`src/rtl/odo_pkg.sv`:
```
// Shared types and default sizes for the odometer ring-oscillator readouts.
package odo_pkg;

    localparam int unsigned CNT_W_DEF       = 16;
    localparam int unsigned WIN_W_DEF       = 16;
    localparam int unsigned SETTLE_CYC_DEF  = 8;
    localparam int unsigned SYNC_STAGES_DEF = 2;

    typedef enum logic [1:0] {
        ST_IDLE    = 2'd0,
        ST_SETTLE  = 2'd1,
        ST_MEASURE = 2'd2,
        ST_DONE    = 2'd3
    } state_e;

    function automatic int unsigned max_u(input int unsigned a, input int unsigned b);
        return (a > b) ? a : b;
    endfunction

endpackage

```
`src/rtl/rosc_edge_counter_if.sv`:
```
// Measurement request/result bundle between the readout logic and the edge counter.
interface rosc_edge_counter_if
    import odo_pkg::*;
#(
    parameter int unsigned CNT_W = CNT_W_DEF,
    parameter int unsigned WIN_W = WIN_W_DEF
);
    logic             ROSC_IN;
    logic             START;
    logic [WIN_W-1:0] WINDOW;
    logic             ROSC_EN;
    logic             BUSY;
    logic             DONE;
    logic [CNT_W-1:0] COUNT;
    logic             OVF;

    modport slave (
        input  ROSC_IN, START, WINDOW,
        output ROSC_EN, BUSY, DONE, COUNT, OVF
    );

    modport master (
        output ROSC_IN, START, WINDOW,
        input  ROSC_EN, BUSY, DONE, COUNT, OVF
    );
endinterface

```
`src/rtl/rosc_sync_edge.sv`:
```
// Multi-flop synchronizer for an asynchronous oscillator output plus rising-edge detect.
module rosc_sync_edge #(
    parameter int unsigned SYNC_STAGES = 2
) (
    input  logic CLK,
    input  logic RST,
    input  logic ASYNC_IN,
    output logic RISE
);
    logic [SYNC_STAGES-1:0] sync_q, sync_d;
    logic                   prev_q, prev_d;

    always_comb begin
        sync_d = {sync_q[SYNC_STAGES-2:0], ASYNC_IN};
        prev_d = sync_q[SYNC_STAGES-1];
    end

    always_ff @(posedge CLK or posedge RST) begin
        if (RST) begin
            sync_q <= '0;
            prev_q <= 1'b0;
        end else begin
            sync_q <= sync_d;
            prev_q <= prev_d;
        end
    end

    // Decoded straight from flops, so no input reaches RISE combinationally.
    assign RISE = sync_q[SYNC_STAGES-1] & ~prev_q;

endmodule

```
`src/rtl/rosc_edge_counter.sv`:
```
// Gates a ring oscillator, waits a settle interval, then counts its rising edges
// over a programmed window of clock cycles and strobes DONE with the result.
module rosc_edge_counter
    import odo_pkg::*;
#(
    parameter int unsigned CNT_W       = CNT_W_DEF,
    parameter int unsigned WIN_W       = WIN_W_DEF,
    parameter int unsigned SETTLE_CYC  = SETTLE_CYC_DEF,
    parameter int unsigned SYNC_STAGES = SYNC_STAGES_DEF
) (
    input  logic                CLK,
    input  logic                RST,
    rosc_edge_counter_if.slave  bus
);
    localparam int unsigned SET_W = $clog2(SETTLE_CYC + 1);
    localparam int unsigned TMR_W = max_u(WIN_W, SET_W);
    localparam logic [TMR_W-1:0] SETTLE_LOAD = TMR_W'(SETTLE_CYC - 1);
    localparam logic [CNT_W-1:0] CNT_MAX     = '1;

    state_e             state_q, state_d;
    logic [WIN_W-1:0]   win_q, win_d;
    logic [TMR_W-1:0]   tmr_q, tmr_d;
    logic [CNT_W-1:0]   count_q, count_d;
    logic               ovf_q, ovf_d;
    logic               rosc_en_q, rosc_en_d;
    logic               busy_q, busy_d;
    logic               done_q, done_d;
    logic               rise;

    rosc_sync_edge #(
        .SYNC_STAGES (SYNC_STAGES)
    ) u_sync_edge (
        .CLK      (CLK),
        .RST      (RST),
        .ASYNC_IN (bus.ROSC_IN),
        .RISE     (rise)
    );

    // One timer serves both the settle interval and the measurement window.
    always_comb begin
        state_d = state_q;
        win_d   = win_q;
        tmr_d   = tmr_q;
        count_d = count_q;
        ovf_d   = ovf_q;

        case (state_q)
            ST_IDLE: begin
                if (bus.START) begin
                    state_d = ST_SETTLE;
                    win_d   = bus.WINDOW;
                    tmr_d   = SETTLE_LOAD;
                    count_d = '0;
                    ovf_d   = 1'b0;
                end
            end
            ST_SETTLE: begin
                if (tmr_q == '0) begin
                    if (win_q == '0) begin
                        state_d = ST_DONE;
                    end else begin
                        state_d = ST_MEASURE;
                        tmr_d   = TMR_W'(win_q - WIN_W'(1));
                    end
                end else begin
                    tmr_d = tmr_q - TMR_W'(1);
                end
            end
            ST_MEASURE: begin
                if (rise) begin
                    if (count_q == CNT_MAX) begin
                        ovf_d = 1'b1;
                    end else begin
                        count_d = count_q + CNT_W'(1);
                    end
                end
                if (tmr_q == '0) begin
                    state_d = ST_DONE;
                end else begin
                    tmr_d = tmr_q - TMR_W'(1);
                end
            end
            ST_DONE: begin
                state_d = ST_IDLE;
            end
            default: begin
                state_d = ST_IDLE;
            end
        endcase

        // Status outputs are decoded from the next state so they can be registered.
        rosc_en_d = (state_d == ST_SETTLE) || (state_d == ST_MEASURE);
        busy_d    = rosc_en_d;
        done_d    = (state_d == ST_DONE);
    end

    always_ff @(posedge CLK or posedge RST) begin
        if (RST) begin
            state_q   <= ST_IDLE;
            win_q     <= '0;
            tmr_q     <= '0;
            count_q   <= '0;
            ovf_q     <= 1'b0;
            rosc_en_q <= 1'b0;
            busy_q    <= 1'b0;
            done_q    <= 1'b0;
        end else begin
            state_q   <= state_d;
            win_q     <= win_d;
            tmr_q     <= tmr_d;
            count_q   <= count_d;
            ovf_q     <= ovf_d;
            rosc_en_q <= rosc_en_d;
            busy_q    <= busy_d;
            done_q    <= done_d;
        end
    end

    assign bus.ROSC_EN = rosc_en_q;
    assign bus.BUSY    = busy_q;
    assign bus.DONE    = done_q;
    assign bus.COUNT   = count_q;
    assign bus.OVF     = ovf_q;

endmodule

```
`src/flat_wrapper.sv`:
```
// flat-port wrapper written by rule: the top's interface ports become plain ports
module rosc_edge_counter_flat import odo_pkg::*;
#(
    parameter int unsigned CNT_W       = CNT_W_DEF,
    parameter int unsigned WIN_W       = WIN_W_DEF,
    parameter int unsigned SETTLE_CYC  = SETTLE_CYC_DEF,
    parameter int unsigned SYNC_STAGES = SYNC_STAGES_DEF
)
  (CLK, RST, bus_ROSC_IN, bus_START, bus_WINDOW, bus_ROSC_EN, bus_BUSY, bus_DONE, bus_COUNT, bus_OVF);
  rosc_edge_counter_if #(.CNT_W(CNT_W), .WIN_W(WIN_W)) bus_i ();
  input  logic CLK;
  input  logic RST;
  input wire logic [$bits(bus_i.ROSC_IN)-1:0] bus_ROSC_IN;
  input wire logic [$bits(bus_i.START)-1:0] bus_START;
  input wire logic [$bits(bus_i.WINDOW)-1:0] bus_WINDOW;
  output wire logic [$bits(bus_i.ROSC_EN)-1:0] bus_ROSC_EN;
  output wire logic [$bits(bus_i.BUSY)-1:0] bus_BUSY;
  output wire logic [$bits(bus_i.DONE)-1:0] bus_DONE;
  output wire logic [$bits(bus_i.COUNT)-1:0] bus_COUNT;
  output wire logic [$bits(bus_i.OVF)-1:0] bus_OVF;
  assign bus_i.ROSC_IN = bus_ROSC_IN;
  assign bus_i.START = bus_START;
  assign bus_i.WINDOW = bus_WINDOW;
  assign bus_ROSC_EN = bus_i.ROSC_EN;
  assign bus_BUSY = bus_i.BUSY;
  assign bus_DONE = bus_i.DONE;
  assign bus_COUNT = bus_i.COUNT;
  assign bus_OVF = bus_i.OVF;
  rosc_edge_counter #(.CNT_W(CNT_W), .WIN_W(WIN_W), .SETTLE_CYC(SETTLE_CYC), .SYNC_STAGES(SYNC_STAGES)) u_core (.CLK(CLK), .RST(RST), .bus(bus_i));
endmodule
```
`config.mk`:
```
export PLATFORM = sky130hd
export DESIGN_NAME = rosc_edge_counter_flat
export DESIGN_NICKNAME = d
export VERILOG_FILES = /design/src/rtl/odo_pkg.sv /design/src/rtl/rosc_edge_counter_if.sv /design/src/rtl/rosc_sync_edge.sv /design/src/rtl/rosc_edge_counter.sv /design/src/flat_wrapper.sv
export SDC_FILE = /design/constraint.sdc
export NUM_CORES = 1
export LEC_CHECK = 0
export ABC_AREA = 1
export ABC_CLOCK_PERIOD_IN_PS = 3560
export CORE_ASPECT_RATIO = 0.7
export CORE_MARGIN = 4
export CORE_UTILIZATION = 45
export CTS_CLUSTER_SIZE = 12
export DETAILED_ROUTE_END_ITERATION = 10
export HOLD_SLACK_MARGIN = 0.02
export PLACE_DENSITY = 0.72
export SKIP_CTS_REPAIR_TIMING = 1
export SLEW_MARGIN = 5
export SYNTH_ARGS = -nofsm -noshare
export SYNTH_HDL_FRONTEND = slang
export SYNTH_SLANG_ARGS = --single-unit
```
`constraint.sdc`:
```
create_clock -name CLK -period 3.56 [get_ports CLK]
set_clock_uncertainty 0.15 [all_clocks]
set_input_delay 0.534 -clock CLK [delete_from_list [all_inputs] [get_ports CLK]]
set_output_delay 0.534 -clock CLK [all_outputs]
set_load 0.005 [all_outputs]
```
==> results of run 1 <==
per-stage QoR:
stage,setup WS [ns],total power [W]
final,1.23,0.00340
after global routing,1.01,0.00369
after CTS,1.23,0.00337
after detailed placement,0.937,0.00277
after global placement,0.992,0.00273
after floorplan,1.50,0.00240
report_power, final:
| group | switching [W] | internal (W) |
|---|---|---|
| clock network | 0.000244 | 0.000335 |
| registers | 0.000194 | 0.000835 |
| logic | 0.00119 | 0.000596 |
| total | 0.00163 | 0.00177 |
path summary, 6_finish.rpt:
check / startpoint / endpoint / slack [ns] / cells after the start
min: u_core.u_sync_edge.sync_q[0] / u_core.u_sync_edge.sync_q[1] / 0.20 / 0
max in group asynchronous: RST / u_core.win_q[5] / 2.10 / 3
min reg2reg: u_core.u_sync_edge.sync_q[0] / u_core.u_sync_edge.sync_q[1] / 0.20 / 0
max reg2reg: u_core.state_q[0] / u_core.bus.COUNT[6] / 1.23 / 10
max: u_core.state_q[0] / u_core.bus.COUNT[6] / 1.23 / 10
min in group asynchronous: RST / u_core.tmr_q[2] / 0.50 / 2
synth_stat cells:
library cell	count	area, sq um
nand2_1	143	537
dfrtp_1	56	1400
inv_1	55	206
nor2_1	54	203
nand3_1	39	195
nand4_1	17	106
o21ai_0	17	85.1
xor2_1	16	140
nor2_2	12	75.1
a21oi_1	11	55.1
ha_1	8	100
nor3_1	8	40.0
o21ai_1	8	40.0
nand2_2	7	43.8
inv_2	6	22.5
mux2_2	6	67.6
o21ai_2	6	52.6
buf_6	4	45.0
xnor2_1	4	35.0
clkbuf_1	3	11.3
a31oi_1	2	12.5
buf_4	2	15.0
nand2_4	2	22.5
nand3_2	2	20.0
or2_2	2	12.5
a21boi_1	1	7.51
and3_1	1	6.26
clkinv_1	1	3.75
nor2_4	1	11.3
o21a_1	1	7.51
o21bai_1	1	7.51
logic make-up after synthesis:
| kind of cell | after synthesis | synth area share |
|---|---|---|
| AO/OA/AOI/OAI | 47 | 0.0746 |
| AND/OR/NAND/NOR | 288 | 0.355 |
| buffers and inverters | 71 | 0.0847 |
| flip-flops | 56 | 0.391 |
| adder cells (fa/ha/maj) | 8 | 0.0279 |
| XOR/XNOR | 20 | 0.0488 |
| multiplexers | 6 | 0.0188 |
registers in the layout, indices dropped and copies added (netlist names):
register,flops
u_core.bus.COUNT,16
u_core.win_q,16
u_core.tmr_q,16
u_core.u_sync_edge.sync_q,2
u_core.bus.ROSC_EN,1
u_core.state_q,2
u_core.u_sync_edge.prev_q,1
u_core.bus.OVF,1
u_core.bus.DONE,1
final cells by class:
type,count,share of cell area
multi-input cells,369,0.446
flip-flops and latches,56,0.332
repair buffers,42,0.0977
inverters,62,0.0551
clock buffers,5,0.0296
well taps,98,0.0290
clock inverters,3,0.0110
layer usage:
metal | global-route usage | part of all wire | up-vias
li1 | - | - | 1659
met1 | 0.310 | 0.50 | 1514
met2 | 0.294 | 0.41 | 122
met3 | 0.0335 | 0.074 | 13
met4 | 0.0434 | 0.014 | 0
met5 | 0 | 0 | -
==> flow_summary.json, run 1 <==
{
  "run_status": "finished, final reports clean",
  "rows": 26,
  "wl_mm": 8.93,
  "ios": 40,
  "core_region_area_sq_mm": 0.00751,
  "clock.fmax_ghz": 0.428,
  "cap_violations": 0,
  "cp-end-kind": "flop",
  "crit_buf_inv": 2,
  "ys_seq_area_frac": 0.391,
  "critical_path_required_ns": 3.59,
  "die_x_microns": 115,
  "drt_iter0_drc": 257,
  "final.setup.tns_ns": 0,
  "gp_congestion": 0.935,
  "finalSetupViolations": 0,
  "multi_input_area_sq_mm": 0.00188,
  "critPathMostFrequentCell": "nand2_2",
  "hold_viol_final": 0,
  "rsz0062_at_grt": "no",
  "antenna_found_initial": 0,
  "synthCells": 496,
  "final_cells": 635,
  "hpwl_mm": 6.66,
  "wl_per_cell_microns": 14.1,
  "cts_buffer_depth": 2,
  "clkTransAtPathRegs_ns": 0.07,
  "layout-drive-gt1-share": 0.104,
  "criticalPathCategory": "reg -> reg",
  "whs_ns": 0.203,
  "regArea_sq_mm": 0.00140,
  "start_util": 0.478,
  "grt_pass1_wl_mm": 15.0,
  "yosys_warnings": 0,
  "layout_commonest_cell": "nand2_1",
  "max_stage_delay_ns": 0.44,
  "antenna_cells": 0,
  "die_area_sq_mm": 0.00949,
  "layout_common_cells": "nand2_1 (143), dfrtp_1 (56), inv_1 (54), nor2_1 (54)",
  "power_density_mw_per_mm2": 804,
  "hp-class": "reg -> reg",
  "tightest_slew_ns": 0.659,
  "avgSynthCellArea_sq_um": 7.23,
  "critPathMaxFanout": 28,
  "power.leakage_nw": 2.02,
  "syn_nets": 524,
  "via_per_inst": 5.21,
  "htreeDepth": 2,
  "drt_first_pass_iters": 5,
  "finalInstanceArea_sq_mm": 0.00422,
  "cp_top_family": "simple AND/OR/NAND/NOR gates",
  "cts_made_buffers": 5,
  "critPathArrivalTime_ns": 2.37,
  "finalCriticalPeriod_ns": 2.33,
  "fin_nets": 564,
  "syn-cell-area_sq_mm": 0.00359,
  "grt_max_degree": 31,
  "crit_slowest_cell": "dfrtp_1",
  "vdd_ir_drop_max_uv": 426,
  "ant_nets": 0,
  "slew_headroom": 0.560,
  "dpl_cell_area_sq_mm": 0.00405,
  "fillCellCount": 686,
  "clkSinkCount": 56,
  "fp.dieH_microns": 82.7,
  "fin_crit_sh": 0.656,
  "path_cells": "inv_1, ha_1, nand2_2, o21ai_1, nand2_1, clkinv_1, nand2_2, nand2_4, nand4_1, o21ai_2",
  "final_max_slew_viol_count": 0,
  "grt_pass1_vias": 3069,
  "drc_errors": 0,
  "synth.distinct_cells": 31,
  "final_core_util": 0.562,
  "root_buffer": "clkbuf_16",
  "worst_skew_pair.late_latency_ns": 0.30,
  "cts_tree": "yes",
  "grt_usage": 0.201,
  "place.port_buffers": 39,
  "cp-start-kind": "flop",
  "dp.cells": 627,
  "synth-seq-cells": 56,
  "vias": 3308,
  "grt_overflow": 0,
  "syn_to_final_growth_pct": 17.7
}
(Power assumes the default switching activity.)
==> inputs of run 2 (changes only) <==
--- a/config.mk
+++ b/config.mk
@@ -6,14 +6,14 @@
 export NUM_CORES = 1
 export LEC_CHECK = 0
 export ABC_AREA = 1
-export ABC_CLOCK_PERIOD_IN_PS = 3560
+export ABC_CLOCK_PERIOD_IN_PS = 2050
 export CORE_ASPECT_RATIO = 0.7
 export CORE_MARGIN = 4
 export CORE_UTILIZATION = 45
 export CTS_CLUSTER_SIZE = 12
 export DETAILED_ROUTE_END_ITERATION = 10
 export HOLD_SLACK_MARGIN = 0.02
-export PLACE_DENSITY = 0.72
+export PLACE_DENSITY = 0.75
 export SKIP_CTS_REPAIR_TIMING = 1
 export SLEW_MARGIN = 5
 export SYNTH_ARGS = -nofsm -noshare
==> constraint.sdc (replaced) <==
create_clock -name CLK -period 2.05 [get_ports CLK]
set_clock_uncertainty 0.15 [all_clocks]
set_input_delay 0.3075 -clock CLK [delete_from_list [all_inputs] [get_ports CLK]]
set_output_delay 0.3075 -clock CLK [all_outputs]
set_load 0.005 [all_outputs]
==> run 2 against run 1 <==
  * Critical path type unchanged
  * Sequential cell count is the same
  * Core utilization up 3.5 points
  * Highest routed layer unchanged
  * Sequential power is 74% higher
  * Power is 86% higher
  * Critical endpoint is now u_core.bus.ROSC_EN
  * Die area unchanged
  * Wire length increased by 6.5%
  * Register-to-register slack worse by 1.2 ns
==> flow_summary.json, run 2 (same netlist as run 1, synthesis figures left out) <==
{
  "run_status": "finished, final reports clean",
  "via_per_inst": 5.23,
  "crit_buf_inv": 1,
  "critical_path_required_ns": 2.08,
  "timing.rr.end": "u_core.bus.ROSC_EN",
  "rrSetupSlack_ns": 0.05,
  "hp-class": "reg -> reg",
  "layout-drive-gt1-share": 0.168,
  "worst_skew_pair.late_latency_ns": 0.30,
  "power.leakage_nw": 2.15,
  "critPathArrivalTime_ns": 2.03,
  "fp.dieH_microns": 82.7,
  "crit_start": "u_core.state_q[1]",
  "clkPwrFrac": 0.143,
  "finalCriticalPeriod_ns": 2.00,
  "die_x_microns": 115,
  "final.setup.tns_ns": 0,
  "critPathMaxFanout": 4,
  "r2r-start": "u_core.state_q[1]",
  "ios": 40,
  "drt_iter0_drc": 255,
  "tightest_slew_ns": 0.437,
  "layout_commonest_cell": "nand2_1",
  "drt_first_pass_iters": 5,
  "max_stage_delay_ns": 0.44,
  "hpwl_mm": 7.16,
  "rsz0062_at_grt": "yes",
  "rows": 26,
  "whs_ns": 0.206,
  "htreeDepth": 2,
  "root_buffer": "clkbuf_16",
  "cp-start-kind": "flop",
  "drc_errors": 0,
  "grt_overflow": 0,
  "critPathMostFrequentCell": "nand2_2",
  "antenna_cells": 0,
  "place.port_buffers": 39,
  "ant_nets": 0,
  "vdd_ir_drop_max_uv": 706,
  "layout_common_cells": "nand2_1 (142), dfrtp_1 (56), inv_1 (52), nor2_1 (52)",
  "wl_mm": 9.51,
  "slew_headroom": 0.706,
  "crit_slowest_cell": "dfrtp_1",
  "vias": 3461,
  "final_core_util": 0.597,
  "fin_crit_sh": 0.975,
  "gp_congestion": 0.902,
  "switchingPower_w": 0.00293,
  "dpl_cell_area_sq_mm": 0.00427,
  "die_area_sq_mm": 0.00949,
  "setup.worst_path.end": "u_core.bus.ROSC_EN",
  "cts_tree": "yes",
  "antenna_found_initial": 0,
  "total_power_w": 0.00632,
  "seq_power_share": 0.283,
  "grt_max_degree": 57,
  "grt_pass1_vias": 3285,
  "cts_made_buffers": 5,
  "cap_violations": 0,
  "finalInstanceArea_sq_mm": 0.00449,
  "grt_pass1_wl_mm": 15.8,
  "clock.fmax_ghz": 0.500,
  "clkSinkCount": 56,
  "core_region_area_sq_mm": 0.00751,
  "path_cells": "inv_1, ha_2, nand2_1, nor2_1, nand3_1, nand2_2, nand2_2, a31oi_4, ha_1",
  "cts_buffer_depth": 2,
  "cp.depth": 9,
  "finalSetupViolations": 0,
  "criticalPathCategory": "reg -> reg",
  "fin_nets": 591,
  "clkTransAtPathRegs_ns": 0.08,
  "cp-end-kind": "flop",
  "cp_top_family": "simple AND/OR/NAND/NOR gates",
  "power_density_mw_per_mm2": 1410,
  "grt_usage": 0.209,
  "p_sw_frac": 0.464,
  "syn_to_final_growth_pct": 25.0,
  "pwr-share-comb": 0.574,
  "final_max_slew_viol_count": 0,
  "wl_per_cell_microns": 14.4,
  "start_util": 0.478,
  "hold_viol_final": 0,
  "intPower_w": 0.00338,
  "ff2ff_path_depth": 9
}
==> run 2: cell type report <==
type	instances	area (sq um)
Inverter	62	233
Tap cell	98	123
Clock inverter	2	13.8
Clock buffer	6	139
Timing Repair Buffer	69	644
Multi-Input combinational cell	369	1930
Sequential cell	56	1400
Fill cell	693	3030
==> run 2: power by group through the flow <==
stage / Combinational [W] / Clock [W] / Sequential [W]
2_1_floorplan: 0.00246 / 0 / 0.00171
5_1_grt: 0.00407 / 0.000965 / 0.00183
3_3_place_gp: 0.00334 / 0 / 0.00178
3_5_place_dp: 0.00344 / 0 / 0.00179
4_1_cts: 0.00347 / 0.000924 / 0.00177
6_report: 0.00363 / 0.000901 / 0.00179
==> run 2: how the worst min path moves through the flow <==
stage	from	endpoint	slack, ns	cells after the start
2_1_floorplan	u_core.u_sync_edge.sync_q[0]	u_core.u_sync_edge.sync_q[1]	0.18	0
3_3_place_gp	u_core.u_sync_edge.sync_q[0]	u_core.u_sync_edge.sync_q[1]	0.19	0
3_5_place_dp	u_core.u_sync_edge.sync_q[0]	u_core.u_sync_edge.sync_q[1]	0.19	0
4_1_cts	u_core.u_sync_edge.sync_q[0]	u_core.u_sync_edge.sync_q[1]	0.21	0
5_1_grt	u_core.u_sync_edge.sync_q[0]	u_core.u_sync_edge.sync_q[1]	0.21	0
6_report	u_core.u_sync_edge.sync_q[0]	u_core.u_sync_edge.sync_q[1]	0.21	0
==> run 2: through the flow <==
step                cells  setup WS, ns
floorplan             496         0.100
global placement      653        0.0423
CTS                   661       -0.0417
global route          662       -0.0466
detailed placement    653       -0.0356
finish                662        0.0507
==> run 2: layer usage <==
layer / global-route usage / vias up / part of all wire
met1: 0.310 / 1624 / 0.49
met4: 0.0422 / 0 / 0.010
met3: 0.0430 / 9 / 0.075
met5: 0 / - / 0
li1: - / 1709 / -
met2: 0.315 / 119 / 0.43
==> edit 1: new RTL, settings of run 2 <==
The 4 states of `state_e` get a one-hot encoding in 4 bits.
--- a/src/rtl/odo_pkg.sv
+++ b/src/rtl/odo_pkg.sv
@@ -6,11 +6,11 @@
     localparam int unsigned SETTLE_CYC_DEF  = 8;
     localparam int unsigned SYNC_STAGES_DEF = 2;
 
-    typedef enum logic [1:0] {
-        ST_IDLE    = 2'd0,
-        ST_SETTLE  = 2'd1,
-        ST_MEASURE = 2'd2,
-        ST_DONE    = 2'd3
+    typedef enum logic [3:0] {
+        ST_IDLE    = 4'b0001,
+        ST_SETTLE  = 4'b0010,
+        ST_MEASURE = 4'b0100,
+        ST_DONE    = 4'b1000
     } state_e;
 
     function automatic int unsigned max_u(input int unsigned a, input int unsigned b);
Check against the original RTL: no difference found for any inputs over 10 cycles, from zero or initial values and one cycle with RST high; not proved beyond that.
==> edit 1 against run 2 <==
- via count is 1.5% higher
- sequential share of layout area up 0.51 points
- routed wire length decreased by 2.3%
- synthesized area increased by 0.87%
- first-iteration DRC count increased by 24%
- worst setup slack better by 0.083 ns
- cell area up 2.0%
- sequential cell count grew 2
- maximum frequency rose by 4.3%
Power is not compared: it rests on default switching activity, and its combinational part moved more than twofold at a synthesized area within 25%.
==> edit 1: results (changes against run 2) <==
[grt]
use_met1_pct = 30.5  ; -0.52 points
grt_max_degree = 33  ; -42%
grt_pass1_vias = 3253  ; -0.97%
met3_usage_pct = 5.03  ; +0.73 points

[detailed_routing]
routed_wl_um = 9290  ; -2.3%
route.met3.wl_um = 631  ; -11%

[setup_path]
cp_slowest_stage_delay_ns = 0.40  ; -0.04 ns
startpoint = u_core.tmr_q[1]
crit_end = u_core.tmr_q[9]
crit_fanout = 5  ; +1

[clocking]
clk_pin_slew_ns = 0.05  ; -0.03 ns
clock_latency_ns = 0.33  ; +0.03 ns
htree_levels = 3  ; +1
clock-sinks = 58  ; +3.6%

[layout]
multi_input_gates = 400  ; +8.4%
fillCellCount = 689  ; -0.58%
clkCellAreaFrac_pct = 6.43  ; +3.0 points
fin_area_um2 = 4580  ; +2.0%
drive_above_1_share_pct = 11.1  ; -5.8 points

[timing]
fmax_mhz = 522  ; +4.3%
tightest_slew_ns = 0.442  ; +0.00512 ns

[synth]
ys_seq_area_share_pct = 40.1  ; +1.1 points
synth_xor_area_share_pct = 6.77  ; +1.9 points
yosys-top-cells-area = dfrtp_1 39%, nand2_1 21%, nor2_1 6.6%, xor2_1 6.0%, inv_1 5.4%

[placement]
dp_hpwl_um = 6920  ; -3.4%

[status]
outcome = complete, no violations

==> edit 1: changes by cell type in the layout (fill, tap and decap cells not counted), moves of 7 or more <==
| cell | before | now |
|---|---|---|
| xor2_1 | 16 | 25 |
| nand4_1 | 17 | 9 |
| nand2_1 | 142 | 197 |
| buf_4 | 27 | 19 |
| a21oi_1 | 11 | 4 |
| o21ai_0 | 16 | 27 |
| nor2_1 | 52 | 60 |
==> edit 1: worst min path at each step <==
stage,end,start,cells after the start
finish,u_core.u_sync_edge.sync_q[0],RST,2
global route,u_core.bus.COUNT[11],RST,2
CTS,u_core.u_sync_edge.sync_q[0],RST,2
detailed placement,u_core.u_sync_edge.sync_q[1],u_core.u_sync_edge.sync_q[0],0
global placement,u_core.u_sync_edge.sync_q[1],u_core.u_sync_edge.sync_q[0],0
floorplan,u_core.u_sync_edge.sync_q[1],u_core.u_sync_edge.sync_q[0],0
==> edit 2: new RTL, flow settings as in run 2 <==
Made on the original files. Set the package constant `WIN_W_DEF` to 24 (it was 16).
--- a/src/rtl/odo_pkg.sv
+++ b/src/rtl/odo_pkg.sv
@@ -2,7 +2,7 @@
 package odo_pkg;
 
     localparam int unsigned CNT_W_DEF       = 16;
-    localparam int unsigned WIN_W_DEF       = 16;
+    localparam int unsigned WIN_W_DEF       = 24;
     localparam int unsigned SETTLE_CYC_DEF  = 8;
     localparam int unsigned SYNC_STAGES_DEF = 2;
 
Interface: changed (resized bus_WINDOW); port bits go from 40 to 48. The function was not compared with the original's and may differ.
==> edit 2 against run 2 <==
- synthesized area increased by 36%
- worst setup slack got worse by 0.022 ns
- non-clock buffer count increased by 34
- cell area increased by 42%
- synthesized cell count increased by 38%
- utilization increased by 1.5 points
- sequential cell count increased by 16
- routed wire length increased by 51%
- sequential share of layout area decreased by 3.0 points
- die area increased by 32%
- first-iteration DRC count increased by 110%
- total power increased by 70%
- critical path type unchanged
- largest cell class unchanged
- largest power group unchanged
- highest routed layer unchanged
==> edit 2: results (changes against run 2) <==
[status]
outcome = complete, no violations

[timing]
tightest_slew_ns = 0.401  ; -0.0359 ns
hold_ws_ns = 0.202  ; -0.00387 ns

[detailed_routing]
drt_first_pass_iters = 6  ; +1
wl_met2_um = 5980  ; +47%
vias_per_cell = 5.31  ; +1.5%
wl_per_cell_um = 15.6  ; +8.9%
wl_met1_um = 6810  ; +47%
drt_iter0_markers = 525  ; +110%
route.met3.wl_um = 1340  ; +88%

[synth]
ys_warn_count = 0  ; unchanged
syn-num-nets = 720  ; +37%
synth_flop_cell = dfrtp_1
synth_cell_types = 41  ; +32%
synth_common_cells = 203 x nand2_1, 110 x nor2_1, 72 x dfrtp_1, 58 x inv_1, 53 x nand3_1
yosys-top-cells-area = dfrtp_1 37%, nand2_1 16%, nor2_1 8.5%, nand3_1 5.4%, xor2_1 5.0%
ys_seq_area_share_pct = 37.0  ; -2.0 points

[placement]
portBuffers = 47  ; +21%
gp_congestion = 0.954  ; +5.7%
dp_hpwl_um = 10200  ; +42%

[setup_path]
slowest_stage = dfrtp_1
critPathArrivalTime_ns = 2.10  ; +0.07 ns
cp_slowest_stage_delay_ns = 0.41  ; -0.03 ns
r2r-end = u_core.bus.ROSC_EN
reg2reg_from = u_core.tmr_q[19]
worst_r2r_path_depth = 8  ; -1
crit_fanout = 4  ; unchanged

[clocking]
numCtsBuffers = 9  ; +4
clk_pin_slew_ns = 0.06  ; -0.02 ns
clock_latency_ns = 0.34  ; +0.04 ns
htree_levels = 3  ; +1

[worst_hold_path]
hold_path.startpoint = u_core.u_sync_edge.sync_q[0]

[layout]
drive_above_1_share_pct = 19.4  ; +2.5 points
nNetsFinal = 818  ; +38%

[power_and_ir_drop]
swShare_pct = 46.3  ; -0.12 points
vdd_drop_max_mv = 0.788  ; +12%
p_leak_uw = 0.00308  ; +43%

[grt]
grt_max_degree = 73  ; +28%
grt_pass1_wl_um = 22400  ; +42%
grt_pass1_vias = 4489  ; +37%
grt_usage_pct = 22.6  ; +1.7 points

edit 2: changes by cell type in the layout (fill, tap and decap cells not counted), moves of 6 or more:
cell	delta
xor2_1	+12
nor2_1	+43
nand2_1	+60
nand3_1	+11
nor2_2	+8
o21ai_1	-7
dfrtp_1	+15
clkdlybuf4s50_1	+8
buf_4	+22
a21oi_1	+6
edit 2: stage by stage:
stage | util [%] | TNS, ns | area, um2 | std cells
6_report | 61.2 | 0 | 6380 | 917
5_1_grt | 61.2 | -0.406 | 6380 | 917
4_1_cts | 58.3 | 0 | 6080 | 900
3_5_place_dp | 54.8 | 0 | 5720 | 885
3_3_place_gp | 54.8 | 0 | 5720 | 885
2_1_floorplan | - | 0 | 4870 | 683
edit 2: worst max-delay path by stage:
stage	startpoint	to	slack [ns]	cells past startpoint
after global placement	u_core.win_q[0]	u_core.tmr_q[0]	0.09	12
after floorplan	u_core.state_q[0]	u_core.bus.ROSC_EN	0.16	7
after detailed placement	u_core.tmr_q[1]	u_core.bus.ROSC_EN	0.04	9
final	u_core.tmr_q[19]	u_core.bus.ROSC_EN	0.03	8
after CTS	u_core.tmr_q[1]	u_core.bus.ROSC_EN	0.03	9
after global routing	u_core.tmr_q[19]	u_core.bus.ROSC_EN	-0.08	8
edit 2: cell families (layout without fill, tap and decap cells):
logic type	after synthesis	count (layout)	synth area share [%]
multiplexers	7	7	1.62
adder cells (fa/ha/maj)	9	9	2.31
flip-flops	72	72	37.0
buffers and inverters	79	181	7.35
AO/OA/AOI/OAI	58	58	6.84
AND/OR/NAND/NOR	423	423	38.6
XOR/XNOR	35	35	6.30
edit 2: cell type report:
type | count | area [um2]
Multi-Input combinational cell | 532 | 2830
Inverter | 63 | 255
Tap cell | 132 | 165
Sequential cell | 72 | 1800
Fill cell | 908 | 4050
Clock buffer | 9 | 225
Clock inverter | 6 | 133
Timing Repair Buffer | 103 | 975
edit 2: critical path, delay by kind of cell (launching register included):
kind            cells  cell delay [ns]
compound gates      2             0.45
fa+ha+maj           1             0.27
buf+inv             1             0.16
flops               1             0.41
simple gates        4             0.46
edit 2: power groups by stage:
stage	sequential (uW)	clock (uW)	combinational (uW)
2_1_floorplan	2280	0	3890
3_3_place_gp	2350	0	5470
3_5_place_dp	2370	0	5550
4_1_cts	2340	1960	5620
5_1_grt	2450	2010	7000
6_report	2400	1920	6390
edit 2: routing by layer:
| layer | up-vias | track usage [%] |
|---|---|---|
| li1 | 2372 | - |
| met1 | 2243 | 33.8 |
| met2 | 229 | 31.1 |
| met3 | 24 | 6.96 |
| met4 | 0 | 6.83 |
| met5 | - | 0 |
